===== src/rtl/disaggregator_pkg.sv =====
// Shared helpers for the disaggregator width converter.
// Keeps the lane-index sizing rule in one place for the top and the lane mux.
package disaggregator_pkg;

    // A single-lane word still needs a 1-bit index so ports never collapse to zero width.
    function automatic int calc_idx_width(input int fetch_width);
        return (fetch_width > 1) ? $clog2(fetch_width) : 1;
    endfunction

endpackage


===== src/rtl/disaggregator_lane_select.sv =====
// Parameterised FETCH_WIDTH:1 multiplexer picking one DATA_WIDTH lane out of a packed word.
module disaggregator_lane_select
    import disaggregator_pkg::*;
#(
    parameter int DATA_WIDTH  = 16,
    parameter int FETCH_WIDTH = 4,
    parameter int IDX_WIDTH   = calc_idx_width(FETCH_WIDTH)
) (
    input  logic [FETCH_WIDTH*DATA_WIDTH-1:0] lanes,
    input  logic [IDX_WIDTH-1:0]              sel,
    output logic [DATA_WIDTH-1:0]             data
);

    always_comb begin
        data = '0;
        for (int i = 0; i < FETCH_WIDTH; i++) begin
            if (sel == IDX_WIDTH'(i)) begin
                data = lanes[i*DATA_WIDTH +: DATA_WIDTH];
            end
        end
    end

endmodule


===== src/rtl/disaggregator.sv =====
// Wide-to-narrow converter: pops one packed word from a show-ahead FIFO and
// emits its lanes one per cycle, lane 0 first, with no bubble between words.
module disaggregator
    import disaggregator_pkg::*;
#(
    parameter int DATA_WIDTH  = 16,
    parameter int FETCH_WIDTH = 4
) (
    input  logic                              clk,
    input  logic                              rst,
    input  logic                              clr,
    input  logic [FETCH_WIDTH*DATA_WIDTH-1:0] sender_data,
    input  logic                              sender_empty_n,
    output logic                              sender_deq,
    output logic [DATA_WIDTH-1:0]             receiver_data,
    input  logic                              receiver_full_n,
    output logic                              receiver_enq,
    output logic                              receiver_last
);

    localparam int IDX_WIDTH = calc_idx_width(FETCH_WIDTH);
    localparam logic [IDX_WIDTH-1:0] LAST_IDX = IDX_WIDTH'(FETCH_WIDTH - 1);

    logic [FETCH_WIDTH*DATA_WIDTH-1:0] word_q, word_d;
    logic                              valid_q, valid_d;
    logic [IDX_WIDTH-1:0]              idx_q, idx_d;

    logic                  on_last;
    logic                  enq;
    logic                  deq;
    logic [DATA_WIDTH-1:0] lane_data;

    disaggregator_lane_select #(
        .DATA_WIDTH (DATA_WIDTH),
        .FETCH_WIDTH(FETCH_WIDTH),
        .IDX_WIDTH  (IDX_WIDTH)
    ) u_lane_select (
        .lanes(word_q),
        .sel  (idx_q),
        .data (lane_data)
    );

    // A new word may only be popped when nothing is held or the held word's last lane leaves now.
    always_comb begin
        on_last = valid_q && (idx_q == LAST_IDX);
        enq     = valid_q && receiver_full_n && !clr;
        deq     = sender_empty_n && !clr && (!valid_q || (enq && on_last));
    end

    always_comb begin
        word_d  = word_q;
        valid_d = valid_q;
        idx_d   = idx_q;
        if (clr) begin
            valid_d = 1'b0;
            idx_d   = '0;
        end else if (deq) begin
            word_d  = sender_data;
            valid_d = 1'b1;
            idx_d   = '0;
        end else if (enq) begin
            if (on_last) begin
                valid_d = 1'b0;
                idx_d   = '0;
            end else begin
                idx_d = idx_q + IDX_WIDTH'(1);
            end
        end
    end

    always_ff @(posedge clk) begin
        if (rst) begin
            word_q  <= '0;
            valid_q <= 1'b0;
            idx_q   <= '0;
        end else begin
            word_q  <= word_d;
            valid_q <= valid_d;
            idx_q   <= idx_d;
        end
    end

    // Handshakes are masked during reset so neither FIFO moves while state is being cleared.
    always_comb begin
        sender_deq    = deq && !rst;
        receiver_enq  = enq && !rst;
        receiver_last = on_last && !rst;
        receiver_data = rst ? '0 : lane_data;
    end

endmodule

===== config.mk =====
export PLATFORM = sky130hd
export DESIGN_NAME = disaggregator
export DESIGN_NICKNAME = d
export VERILOG_FILES = /design/src/rtl/disaggregator_pkg.sv /design/src/rtl/disaggregator_lane_select.sv /design/src/rtl/disaggregator.sv
export SDC_FILE = /design/constraint.sdc
export NUM_CORES = 1
export LEC_CHECK = 0
export ABC_AREA = 1
export CAP_MARGIN = 20
export CORE_MARGIN = 1
export CORE_UTILIZATION = 53
export DETAILED_ROUTE_END_ITERATION = 6
export PLACE_DENSITY = 0.85
export RECOVER_POWER = 50
export SKIP_CTS_REPAIR_TIMING = 1
export SLEW_MARGIN = 5
export SYNTH_ARGS = -nofsm -noshare
export SYNTH_HDL_FRONTEND = slang
export SYNTH_SLANG_ARGS = --single-unit

===== constraint.sdc =====
create_clock -name clk -period 2.75 [get_ports clk]
set_clock_uncertainty 0.2 [all_clocks]
set_input_delay 0.55 -clock clk [delete_from_list [all_inputs] [get_ports clk]]
set_output_delay 0.55 -clock clk [all_outputs]
set_load 0.005 [all_outputs]

==> results.txt <==
The maximum clock insertion buffer count is 2. The floorplan die width is 83.9 µm. Internal power comes to 1.64 mW.

The total global routing track utilization came out at 27.5%. The proportion of layout cells with a drive suffix above 1 is 5.50%. The type of destination of the critical path is a primary output. The TritonCTS sink count came out at 67. The maximum fanout encountered on the critical timing path is 2. The post-synthesis cell count is 563.

The instance count after placement with tap cells included came out at 697. The library cells used most frequently in the layout, excluding fill and tap cells, are a21oi_1, nand3_1, nand2_1. The proportion of synthesized chip area in sequential cells is 37.7%. The synthesis-stage register bit count came out at 67. The library cell used most frequently in the layout, excluding fill and tap cells, is a21oi_1. The post-synthesis instance area came out at 3560 µm². For the worst setup path, the data required time is 2000 ps. Net switching is 26.2% of the power. The filler cells instantiated in the layout total 539.

The area of the core region came out at 6420 µm². The final clock period utilization by the worst path is 97.1%. The number of antenna violations at the first check in global routing came to 0. The wire length of the first global-routing pass is 15.4 mm. The completed layout was analyzed and its total power is 2.22 mW. The I/O pin count came out at 88. The max-slew headroom at the worst pin is 43.9%. Detailed routing inserted a total of 3,798 vias. The minimum clock period is 2670 ps. The cell family contributing the most delay on the critical path is buffers and inverters.

The final-report hold violation count is 0. The number of pins with negative max-slew slack in the final report is 0. Data arrives at the worst endpoint at 1920 ps.

The tightest hold margin came out at 280 ps. The number of CTS-inserted buffers is 9. Each instance of the synthesized netlist takes up on average 6.32 µm². The maximum ir drop on the vdd rail came out at 0.292 mV. The number of nets still failing antenna checks after routing is 0. For this design the static power due to leakage is 2.45 nW. The starting density of the core came out at 55.4%.

The clock latency at the later pin of the worst-skew pair is 340 ps. Setup repair after global routing left no endpoint under its margin. The remaining global-route overflow came out at 0. The total power density per cell area is 470 nW/µm². The clock-pin slew on the worst setup and hold paths is 70 ps. The warning count from the yosys run is 0. The finished layout holds 713 standard cells, fillers aside. The final reports fail on DRC.

By instance count, the cell type seen most on the critical path is clkdlybuf4s50_1. For this block, the initial DRC count from the detailed router was 262. The relative area change from synthesis to final layout is 32.6%.

The cell row count is 29. For the pin with the worst max-slew slack, the measured transition is 841 ps. The clock share of power is 33.5%.

The area of the die is 7040 µm². The H-tree was split into 3 levels. The critical path is of the in -> out type. The run finished, with violations left. Entering global routing, the biggest net connects 130 pins. The count of endpoints failing setup in the final report came out at 0. TritonCTS built the clock tree. After detailed routing, the total wire length is 9.31 mm. The number of port buffers is 87.

Sequential cells burn 48.5% of the power. The detailed-placement wirelength estimate is 6.38 mm. The routed length per instance came out at 13.1 µm. The antenna diode instance count is 0. STA classifies the critical path startpoint as an input port.

The via count of the first global-routing pass came to 3,525. The combinational share of power is 18.0%. The path category of the worst min-delay check is reg -> reg. The maximum achievable frequency is 0.375 GHz.

The number of vias per cell is 5.33. The congestion estimate from routability-driven global placement came to 0.908. The post-route DRC violation count is 9. For the final routed database, the setup TNS stands at 0 ps. The number of library cell types mapped by synthesis is 16. The net count of the mapped netlist is 636. The root buffer cell chosen for the clock tree is clkbuf_8. Traced cell by cell, the critical path runs through clkdlybuf4s50_1 > nand4_1 > nand2_4 > nand2_1 > nor2_1 > clkdlybuf4s50_1. Max-cap violations in this run came to 0. The slowest stage of the critical path belongs to the cell clkdlybuf4s50_1. The number of buffer and inverter stages on the critical path came out at 2. The largest single stage delay on the critical path is 500 ps. The net total in the final layout came out at 705. The switching power summed over all nets came out at 0.580 mW.

The number of optimization iterations in the first detailed-route pass is 7. The floorplan step set the die height to 83.9 µm.
[power groups by stage]
stage	logic [mW]	clock network, mW	registers (mW)
2_1_floorplan	0.231	0	1.08
3_3_place_gp	0.389	0	1.09
3_5_place_dp	0.400	0	1.09
4_1_cts	0.403	0.753	1.07
5_1_grt	0.448	0.793	1.08
6_report	0.399	0.742	1.08
[Yosys cell counts]
cell type / count / area (µm²)
nand2_1: 86 / 323
a21boi_0: 1 / 7.51
buf_2: 27 / 135
nand3_1: 86 / 430
clkbuf_1: 12 / 45.0
o21ai_0: 30 / 150
buf_1: 4 / 15.0
inv_1: 73 / 274
buf_4: 4 / 30.0
nand4_1: 1 / 6.26
nor2_1: 72 / 270
a21oi_1: 92 / 460
ha_1: 4 / 50.1
dfxtp_1: 67 / 1340
o21ai_1: 3 / 15.0
inv_2: 1 / 3.75
[worst paths after layout]
check	cells after the start	slack (ps)	startpoint	endpoint
min reg2reg	2	280	word_q[39]$_SDFFE_PP0P_	word_q[39]$_SDFFE_PP0P_
max	6	80	receiver_full_n	sender_deq
max reg2reg	8	480	idx_q[0]$_SDFFE_PP0P_	word_q[38]$_SDFFE_PP0P_
min	2	280	word_q[39]$_SDFFE_PP0P_	word_q[39]$_SDFFE_PP0P_
[sequential cells by signal, indices dropped and copies added, names as in the netlist]
signal,cells
word_q,64
idx_q,2
valid_q,1
[through the flow]
| stage | utilization, % | instance area (µm²) | setup slack, ps |
|---|---|---|---|
| final | 73.4 | 4720 | 80.2 |
| after global routing | 73.4 | 4720 | 5.40 |
| after CTS | 72.7 | 4670 | -218 |
| after detailed placement | 69.9 | 4490 | 11.4 |
| after global placement | 69.9 | 4490 | 65.1 |
| after floorplan | - | 3560 | 649 |
[worst min-delay path, stage by stage (launching register included)]
cell	delay (ps)
dfxtp_1	330
a21oi_1	40
nor2_1	80
[kinds of logic (layout without fill, tap and decap cells)]
| family | Yosys count | count (layout) | share of synthesized area, % |
|---|---|---|---|
| flip-flops | 67 | 67 | 37.7 |
| adder cells (fa/ha/maj) | 4 | 4 | 1.41 |
| AND/OR/NAND/NOR | 245 | 245 | 28.9 |
| AO/OA/AOI/OAI | 126 | 126 | 17.8 |
| buffers and inverters | 121 | 194 | 14.1 |
[routing by layer]
layer	track usage, %	vias up	wire (µm)
met2	47.0	135	4590
met1	33.4	1707	3940
li1	-	1936	-
met3	5.34	20	575
met4	12.7	0	201
met5	0	-	0
[cell type report]
type	instances	area, µm²	share of cell area (%)
multi-input cells	375	1730	36.6
flip-flops and latches	67	1340	28.5
repair buffers	105	1090	23.1
inverters	74	278	5.89
clock buffers	14	173	3.66
well taps	77	96.3	2.04
clock inverters	1	7.51	0.159
No activity file was read; power rests on OpenSTA's default activity.
